===== config.mk =====
export PLATFORM = sky130hd
export DESIGN_NAME = arbiter_wrr_hs
export DESIGN_NICKNAME = d
export VERILOG_FILES = /design/src/rtl/arbiter_wrr_hs.sv
export SDC_FILE = /design/constraint.sdc
export NUM_CORES = 1
export LEC_CHECK = 0
export BUFFER_PORTS_ARGS = -buffer_cell sky130_fd_sc_hd__buf_2
export CAP_MARGIN = 20
export CORE_MARGIN = 5
export CORE_UTILIZATION = 48
export CTS_BUF_LIST = sky130_fd_sc_hd__clkbuf_2 sky130_fd_sc_hd__clkbuf_4 sky130_fd_sc_hd__clkbuf_8
export DETAILED_ROUTE_END_ITERATION = 7
export PLACE_DENSITY = 0.81
export SETUP_SLACK_MARGIN = 0.2
export SLEW_MARGIN = 20
export SYNTH_ARGS = -nofsm -noshare
export SYNTH_HDL_FRONTEND = slang
export SYNTH_SLANG_ARGS = --single-unit

===== constraint.sdc =====
create_clock -name clk -period 2.5 [get_ports clk]
set_input_delay 0.125 -clock clk [delete_from_list [all_inputs] [get_ports clk]]
set_output_delay 0.125 -clock clk [all_outputs]
set_load 0.1 [all_outputs]

===== src/rtl/arbiter_wrr_hs.sv =====
`default_nettype none
// ============================================================================
// Module      : arbiter_wrr_hs
// Description : Handshake-aware weighted round-robin arbiter with owner lock.
//               Weight credits are spent per accepted beat (o_gnt_valid &
//               i_ready & i_req[owner]), so downstream stalls never cost a
//               client bandwidth. The edge that accepts an owner's final
//               beat also loads the next owner (no bubble between owners).
//               Optional starvation guard: macro ARB_WRR_STARVE_EN.
// Revision    : 1.0 - initial release
// ----------------------------------------------------------------------------
// Ports
//   clk          clock
//   rst_n        asynchronous active-low reset
//   i_req        per-client request (level)
//   i_lock       per-client lock, only the owner's bit is honoured
//   i_weight     packed weights, client 0 in LSBs; W gives W+1 beats/turn
//   i_ready      downstream accepts the current beat
//   o_gnt        one-hot registered grant
//   o_gnt_valid  OR of o_gnt
//   o_gnt_idx    owner index (also the round-robin pointer)
//   o_credit     remaining extra beats for the owner
//   o_starved    per-client starvation flags (0 without ARB_WRR_STARVE_EN)
// ============================================================================
module arbiter_wrr_hs #(
  parameter int NUM_CLIENTS  = 4,
  parameter int WEIGHT_WIDTH = 4,
  parameter int STARVE_WIDTH = 8,
  parameter int STARVE_LIMIT = 64
) (
  input  logic                                clk,
  input  logic                                rst_n,
  input  logic [NUM_CLIENTS-1:0]              i_req,
  input  logic [NUM_CLIENTS-1:0]              i_lock,
  input  logic [NUM_CLIENTS*WEIGHT_WIDTH-1:0] i_weight,
  input  logic                                i_ready,
  output logic [NUM_CLIENTS-1:0]              o_gnt,
  output logic                                o_gnt_valid,
  output logic [$clog2(NUM_CLIENTS)-1:0]      o_gnt_idx,
  output logic [WEIGHT_WIDTH-1:0]             o_credit,
  output logic [NUM_CLIENTS-1:0]              o_starved
);

  localparam int IDX_W = $clog2(NUM_CLIENTS);

  typedef enum logic [0:0] {
    ST_IDLE  = 1'b0,
    ST_GRANT = 1'b1
  } state_t;

  state_t                  state_q, state_d;
  logic [NUM_CLIENTS-1:0]  gnt_q, gnt_d;
  logic [IDX_W-1:0]        ptr_q, ptr_d;
  logic [WEIGHT_WIDTH-1:0] credit_q, credit_d;

  logic [WEIGHT_WIDTH-1:0] weight_w [NUM_CLIENTS];
  logic [NUM_CLIENTS-1:0]  starved_w;
  logic                    starve_any_w;
  logic [NUM_CLIENTS-1:0]  search_mask_w;
  logic [IDX_W-1:0]        pick_w;
  logic                    owner_req_w;
  logic                    accept_w;
  logic                    release_w;

  if (NUM_CLIENTS < 2 || STARVE_LIMIT >= (1 << STARVE_WIDTH)) begin : g_param_check
    $error("arbiter_wrr_hs: illegal NUM_CLIENTS or STARVE_LIMIT");
  end

  for (genvar g = 0; g < NUM_CLIENTS; g++) begin : g_weight
    assign weight_w[g] = i_weight[g*WEIGHT_WIDTH +: WEIGHT_WIDTH];
  end

  // Scan ptr+1 .. ptr (owner last). Iterating from the far end means the
  // last hit written is the nearest requester in round-robin order.
  function automatic logic [IDX_W-1:0] rr_pick(input logic [NUM_CLIENTS-1:0] mask,
                                               input logic [IDX_W-1:0]       ptr);
    logic [IDX_W-1:0] pick;
    logic [IDX_W-1:0] cand_idx;
    int               cand;
    pick = ptr;
    for (int k = NUM_CLIENTS; k >= 1; k--) begin
      cand = int'(ptr) + k;
      if (cand >= NUM_CLIENTS) cand = cand - NUM_CLIENTS;
      cand_idx = IDX_W'(cand);
      if (mask[cand_idx]) pick = cand_idx;
    end
    return pick;
  endfunction

`ifdef ARB_WRR_STARVE_EN
  for (genvar g = 0; g < NUM_CLIENTS; g++) begin : g_starve
    logic [STARVE_WIDTH-1:0] wait_q;
    // Cleared on the edge that grants the client, so the flag drops
    // together with the grant appearing.
    always_ff @(posedge clk or negedge rst_n) begin
      if (!rst_n) begin
        wait_q <= '0;
      end else if (!i_req[g] || gnt_d[g]) begin
        wait_q <= '0;
      end else if (wait_q != '1) begin
        wait_q <= wait_q + STARVE_WIDTH'(1);
      end
    end
    assign starved_w[g] = (wait_q >= STARVE_WIDTH'(STARVE_LIMIT));
  end
  // A flag whose client just dropped its request must not steer the search.
  assign starve_any_w = |(starved_w & i_req);
`else
  assign starved_w    = '0;
  assign starve_any_w = 1'b0;
`endif

  always_comb begin
    owner_req_w   = i_req[ptr_q];
    accept_w      = (state_q == ST_GRANT) && i_ready && owner_req_w;
    release_w     = (state_q == ST_GRANT) &&
                    (!owner_req_w ||
                     (accept_w && !i_lock[ptr_q] && ((credit_q == '0) || starve_any_w)));
    search_mask_w = starve_any_w ? (starved_w & i_req) : i_req;
    pick_w        = rr_pick(search_mask_w, ptr_q);

    state_d  = state_q;
    gnt_d    = gnt_q;
    ptr_d    = ptr_q;
    credit_d = credit_q;

    if ((state_q == ST_IDLE) || release_w) begin
      if (|i_req) begin
        state_d         = ST_GRANT;
        gnt_d           = '0;
        gnt_d[pick_w]   = 1'b1;
        ptr_d           = pick_w;
        credit_d        = weight_w[pick_w];
      end else begin
        // Pointer is deliberately kept so fairness survives idle periods.
        state_d  = ST_IDLE;
        gnt_d    = '0;
        credit_d = '0;
      end
    end else if (accept_w && (credit_q != '0)) begin
      // Locked owners also drain credit, saturating at zero.
      credit_d = credit_q - WEIGHT_WIDTH'(1);
    end
  end

  always_ff @(posedge clk or negedge rst_n) begin
    if (!rst_n) begin
      state_q  <= ST_IDLE;
      gnt_q    <= '0;
      ptr_q    <= IDX_W'(NUM_CLIENTS - 1);
      credit_q <= '0;
    end else begin
      state_q  <= state_d;
      gnt_q    <= gnt_d;
      ptr_q    <= ptr_d;
      credit_q <= credit_d;
    end
  end

  assign o_gnt       = gnt_q;
  assign o_gnt_valid = |gnt_q;
  assign o_gnt_idx   = ptr_q;
  assign o_credit    = credit_q;
  assign o_starved   = starved_w;

endmodule
`default_nettype wire

# == After elaboration in Yosys (flattened, before gate mapping) ==
# Cells that the tools add are included.
# totals
reg_bits,11
latchBits,0
mem_bits_rw,0
mem_bits_ro,0
inputBits,27
output_inout_bits,15
memories,0
# classes
n_addsub,9
mul,0
div,0
n_lt_le_gt_ge,12
eq_ne,0
n_shift,0
n_mux,30
bitwise,2
n_reduce_logical,17
# ops
cell,n
$mux 4,6
$lt 2x3->1 const B,6
$mux 2,8
$bmux 1 s2,6
$ge 3x3->1 const B,4
$bmux 4 s2,1
$mux 1,8
$reduce_or 4->1,2
$sub 2x1->2 const B,4
$logic_and 1x1->1,7
$add 2x2->3 const B,2
$add 2x3->4 const B,1
$ge 4x3->1 const B,1
$logic_not 4->1,1
$reduce_bool 4->1,1
$sub 4x1->4 const B,1
$add 2x1->3 const B,1
$not 2->3,1
$demux 1 s2,1
$ge 2x1->1 const B,1
$logic_not 1->1,2
$logic_or 1x1->1,2
$reduce_and 2->1,1
$reduce_bool 2->1,1
$not 1->1,1

# == Logic depth before layout (Yosys ltp) ==
# depth
word_depth,15
mapped_depth,7

# == Least setup slack after synthesis ==
# Ideal clock, no wire load.
# synth_timing
kind,register to register
from,"register ptr_q[0], in the netlist o_gnt_idx[0]"
to,"register credit_q[1], in the netlist o_credit[1]"
setup_ns,0.090
arrival_ns,2.291
required_time_ns,2.410
setup_slack_ns,0.119
stages_incl_launch_ff,6
n_path_buf,1
period_less_slack_ns,2.381
path_cell_list,dfstp_2 > buf_6 > mux4_2 > o311a_4 > or2_1 > o221ai_1
# synth_via
elab_chain_len,15
word_cells_on_any_way,48
cone_classes,8 x add/sub; 4 x order compare; 25 x mux; 1 x bitwise; 10 x reduce/logical
# synth_lines
item,line_no,source
"start, declared",53,"logic [IDX_W-1:0] ptr_q, ptr_d;"
"start signal, assigned",150,ptr_q <= IDX_W'(NUM_CLIENTS - 1);
"start signal, assigned",155,ptr_q <= ptr_d;
$add 2x3->4,82,cand = int'(ptr) + k;
$ge 4x3->1 / $sub 2x1->2 (equally long branches),83,if (cand >= NUM_CLIENTS) cand = cand - NUM_CLIENTS;
$mux 2,83,
$bmux 1 s2,85,if (mask[cand_idx]) pick = cand_idx;
$mux 1 (not written as such),85,
$mux 2 (4 in a row),85,
$not 2->3 (not written as such),133,credit_d = weight_w[pick_w];
$bmux 4 s2,133,
$mux 4 (not written as such) (2 in a row),133,
$mux 4,128,if (|i_req) begin
$mux 4,127,if ((state_q == ST_IDLE) || release_w) begin
"end signal, assigned",156,credit_q <= credit_d;
"end, declared",54,"logic [WEIGHT_WIDTH-1:0] credit_q, credit_d;"
# Several ways; a longest one is shown, not always the timed one. The select of a mux whose other input is x is not followed.
# A chain may end at the register's enable or synchronous reset.

# == Worst setup path after layout ==
# Ends and elaborated chain as after synthesis.

==> flow_metrics.env <==
export IMPL_worstPathMaxFanout=16
export IMPL_cp_required_ps=2690
export IMPL_die_h_um=53.9
export IMPL_drc=0
export IMPL_maxCapViolCount=0
export IMPL_reg2reg_from="o_gnt_idx[0]$_DFFE_PN1P_"
export IMPL_synth_enable_flop_cells=0
export IMPL_yosysWarnings=0
export IMPL_clk_pin_slew_ps=70
export IMPL_postCtsSetupRepairBufs=0
export IMPL_grt_start_max_net_pins=17
export IMPL_synth_most_common_cell="nand2_1"
export IMPL_syn_inst=102
export IMPL_vias=943
export IMPL_die_w_um=53.9
export IMPL_io_buffer_count=37
export IMPL_synth_area_leader_cell="dfrtp_1"
export IMPL_clock_latency_ps=270
export IMPL_worst_pin_slew_ps=505
export IMPL_area_delta_synth_final_pct=23.1
export IMPL_dp_hpwl_um=1880
export IMPL_yosysUniqueCellTypes=38
export IMPL_hold_start="i_weight[5]"
export IMPL_wl_per_cell_um=14.3
export IMPL_clock_path_buffers=2
export IMPL_r2r_slack_ps=380
export IMPL_seq_area_um2=282
export IMPL_synth_seq_cells=11
export IMPL_fin_crit_sh_pct=84.9
export IMPL_dr_wl_met2_um=1200
export IMPL_hp_class="in2reg"
export IMPL_ios=42
export IMPL_rsz0062_at_grt="false"
export IMPL_critPathKind="reg2reg"
export IMPL_core_rowCount=15
export IMPL_status="finished clean"
export IMPL_drt_iter0_drc=49
export IMPL_synthTopCellsByCount="13 x nand2_1, 9 x dfrtp_1, 6 x nand2b_1, 6 x o31ai_1"
export IMPL_die_area_um2=2910
export IMPL_fin_nets=169
export IMPL_initial_utilization_pct=51.9
export IMPL_cp_start_kind="flop"
export IMPL_clockRootBuffer="clkbuf_4"
export IMPL_grt_pass1_vias=815
export IMPL_dr_pass1_iters=5
export IMPL_drive_above_1_share_pct=34.5
export IMPL_cts_sinks=11
export IMPL_hold_path_cell_count=3
export IMPL_path_cells="mux4_2, o311a_4, or2_1, o221ai_1"
export IMPL_netlist_area_um2=926
export IMPL_crit_arrival_ps=2310
export IMPL_fmax_ghz=0.471
export IMPL_highest_layer="met4"
export IMPL_htree_num_levels=1
export IMPL_gr_total_overflow=0
export IMPL_cts_resized_gates=0
export IMPL_slew_limit_headroom_pct=66.0
export IMPL_postRouteAntennaNets=0
export IMPL_cts_buffers_inserted=3
export IMPL_r2r_cells=4
export IMPL_finalCriticalPeriod_ps=2120
export IMPL_grt_use_total_pct=18.7
export IMPL_slew_violations=0
export IMPL_grt_pass1_wl_um=3850
export IMPL_min_to="o_credit[1]$_DFFE_PN0P_"
export IMPL_cts_tree="yes"
export IMPL_r2r_end="o_credit[1]$_DFFE_PN0P_"
export IMPL_vias_per_cell=5.75
export IMPL_wl_met3_um=186
export IMPL_synth_top_area_share_pct=24.3
export IMPL_routed_wirelength_um=2350
export IMPL_synth_async_sr_flop_share_pct=100
export IMPL_cp_end_kind="flop"
export IMPL_multi_input_area_um2=587
export IMPL_finClkSkew_ps=1.45
export IMPL_critical_path_max_stage_delay_ps=670
export IMPL_finalHoldViolations=0
export IMPL_synthTopCellsByArea="dfrtp_1 24%, dfstp_2 5.7%, mux2i_1 5.4%, nand2_1 5.3%, mux4_2 4.9%"
export IMPL_antenna_found_initial=0
export IMPL_ys_seq_area_share_pct=30.0
export IMPL_gp_congestion=0.812
export IMPL_wl_met1_um=901
export IMPL_ys_flop_type="dfrtp_1"
export IMPL_fill_cells=152
export IMPL_n_antenna_cell=0
export IMPL_cp_slowest_cell="dfstp_4"
export IMPL_core_um2=1780
export IMPL_setup_viol=0
export IMPL_synth_area_per_cell_um2=9.08
export IMPL_setup_tns_final_ps=0
export IMPL_cts_hold_buf=1
export IMPL_post_route_util_pct=63.9
-- placed cells by master (no fill, tap or decap), types with 2 or more instances in the layout --
master / instances
a211oi_1: 4
a21o_1: 3
a21oi_1: 2
and3_1: 2
and4_1: 2
buf_2: 37
clkbuf_4: 4
conb_1: 4
dfrtp_1: 9
ha_1: 2
inv_1: 4
mux2i_1: 5
mux4_2: 2
nand2_1: 13
nand2b_1: 6
nand3_1: 2
nand3b_1: 2
nor2_1: 3
nor3_1: 3
o21ai_0: 3
o221ai_1: 2
o31a_1: 2
o31ai_1: 6
or2_1: 2
or3_1: 2
-- sequential cells by signal, indices dropped and copies added (netlist names) --
register and cells:
o_gnt_idx 2, state_q 1, o_gnt 4, o_credit 4
-- cell families (layout without fill, tap and decap cells) --
| group | after synthesis | in the layout | share of synthesized area [%] |
|---|---|---|---|
| compound gates | 27 | 27 | 22.8 |
| xor+xnor | 1 | 1 | 0.946 |
| fa+ha+maj | 2 | 2 | 2.70 |
| buf+inv | 12 | 46 | 7.84 |
| flops | 11 | 11 | 30.0 |
| mux | 7 | 7 | 10.3 |
| other cells | 1 | 4 | 0.405 |
| simple gates | 41 | 41 | 25.0 |
-- critical path: cells and delay by family (launching register included) --
| family | cells | cell delay [ps] |
|---|---|---|
| DFF | 1 | 670 |
| AOI/OAI and AO/OA | 2 | 570 |
| muxes | 1 | 520 |
| and+or+nand+nor | 1 | 280 |
-- worst max-delay path by stage --
| stage | slack [ps] | start | to |
|---|---|---|---|
| after floorplan | 220 | o_gnt_idx[0]$_DFFE_PN1P_ | o_credit[1]$_DFFE_PN0P_ |
| after global placement | 410 | o_gnt_idx[0]$_DFFE_PN1P_ | o_credit[1]$_DFFE_PN0P_ |
| after detailed placement | 390 | o_gnt_idx[0]$_DFFE_PN1P_ | o_credit[1]$_DFFE_PN0P_ |
| after CTS | 370 | o_gnt_idx[0]$_DFFE_PN1P_ | o_credit[1]$_DFFE_PN0P_ |
| after global routing | 280 | o_gnt_idx[0]$_DFFE_PN1P_ | o_credit[3]$_DFFE_PN0P_ |
| final | 380 | o_gnt_idx[0]$_DFFE_PN1P_ | o_credit[1]$_DFFE_PN0P_ |
-- area by class of cell --
type	count	area share, %
clock buffer	4	2.63
inverter	4	1.32
multi-input combinational	82	51.5
sequential	11	24.7
tap	25	2.74
timing repair buffer	38	17.1
-- layer usage --
metal	vias up	GRT usage, %
met2	45	30.2
li1	451	-
met3	7	3.60
met5	-	0
met1	440	23.8
met4	0	8.94
-- per-stage QoR --
step           hold WS [ps]  cells  instance area, um2  worst slack [ps]
4_1_cts                 162    164                1140               373
5_1_grt                 173    164                1140               283
3_5_place_dp           8.09    159                1100               389
3_3_place_gp           1.94    159                1100               411
2_1_floorplan          -171    105                 941               219
6_report                159    164                1140               377
Power is left out: the tool's default activity adds up to more than one toggle a clock period on the data nets, which glitch-free logic cannot reach.
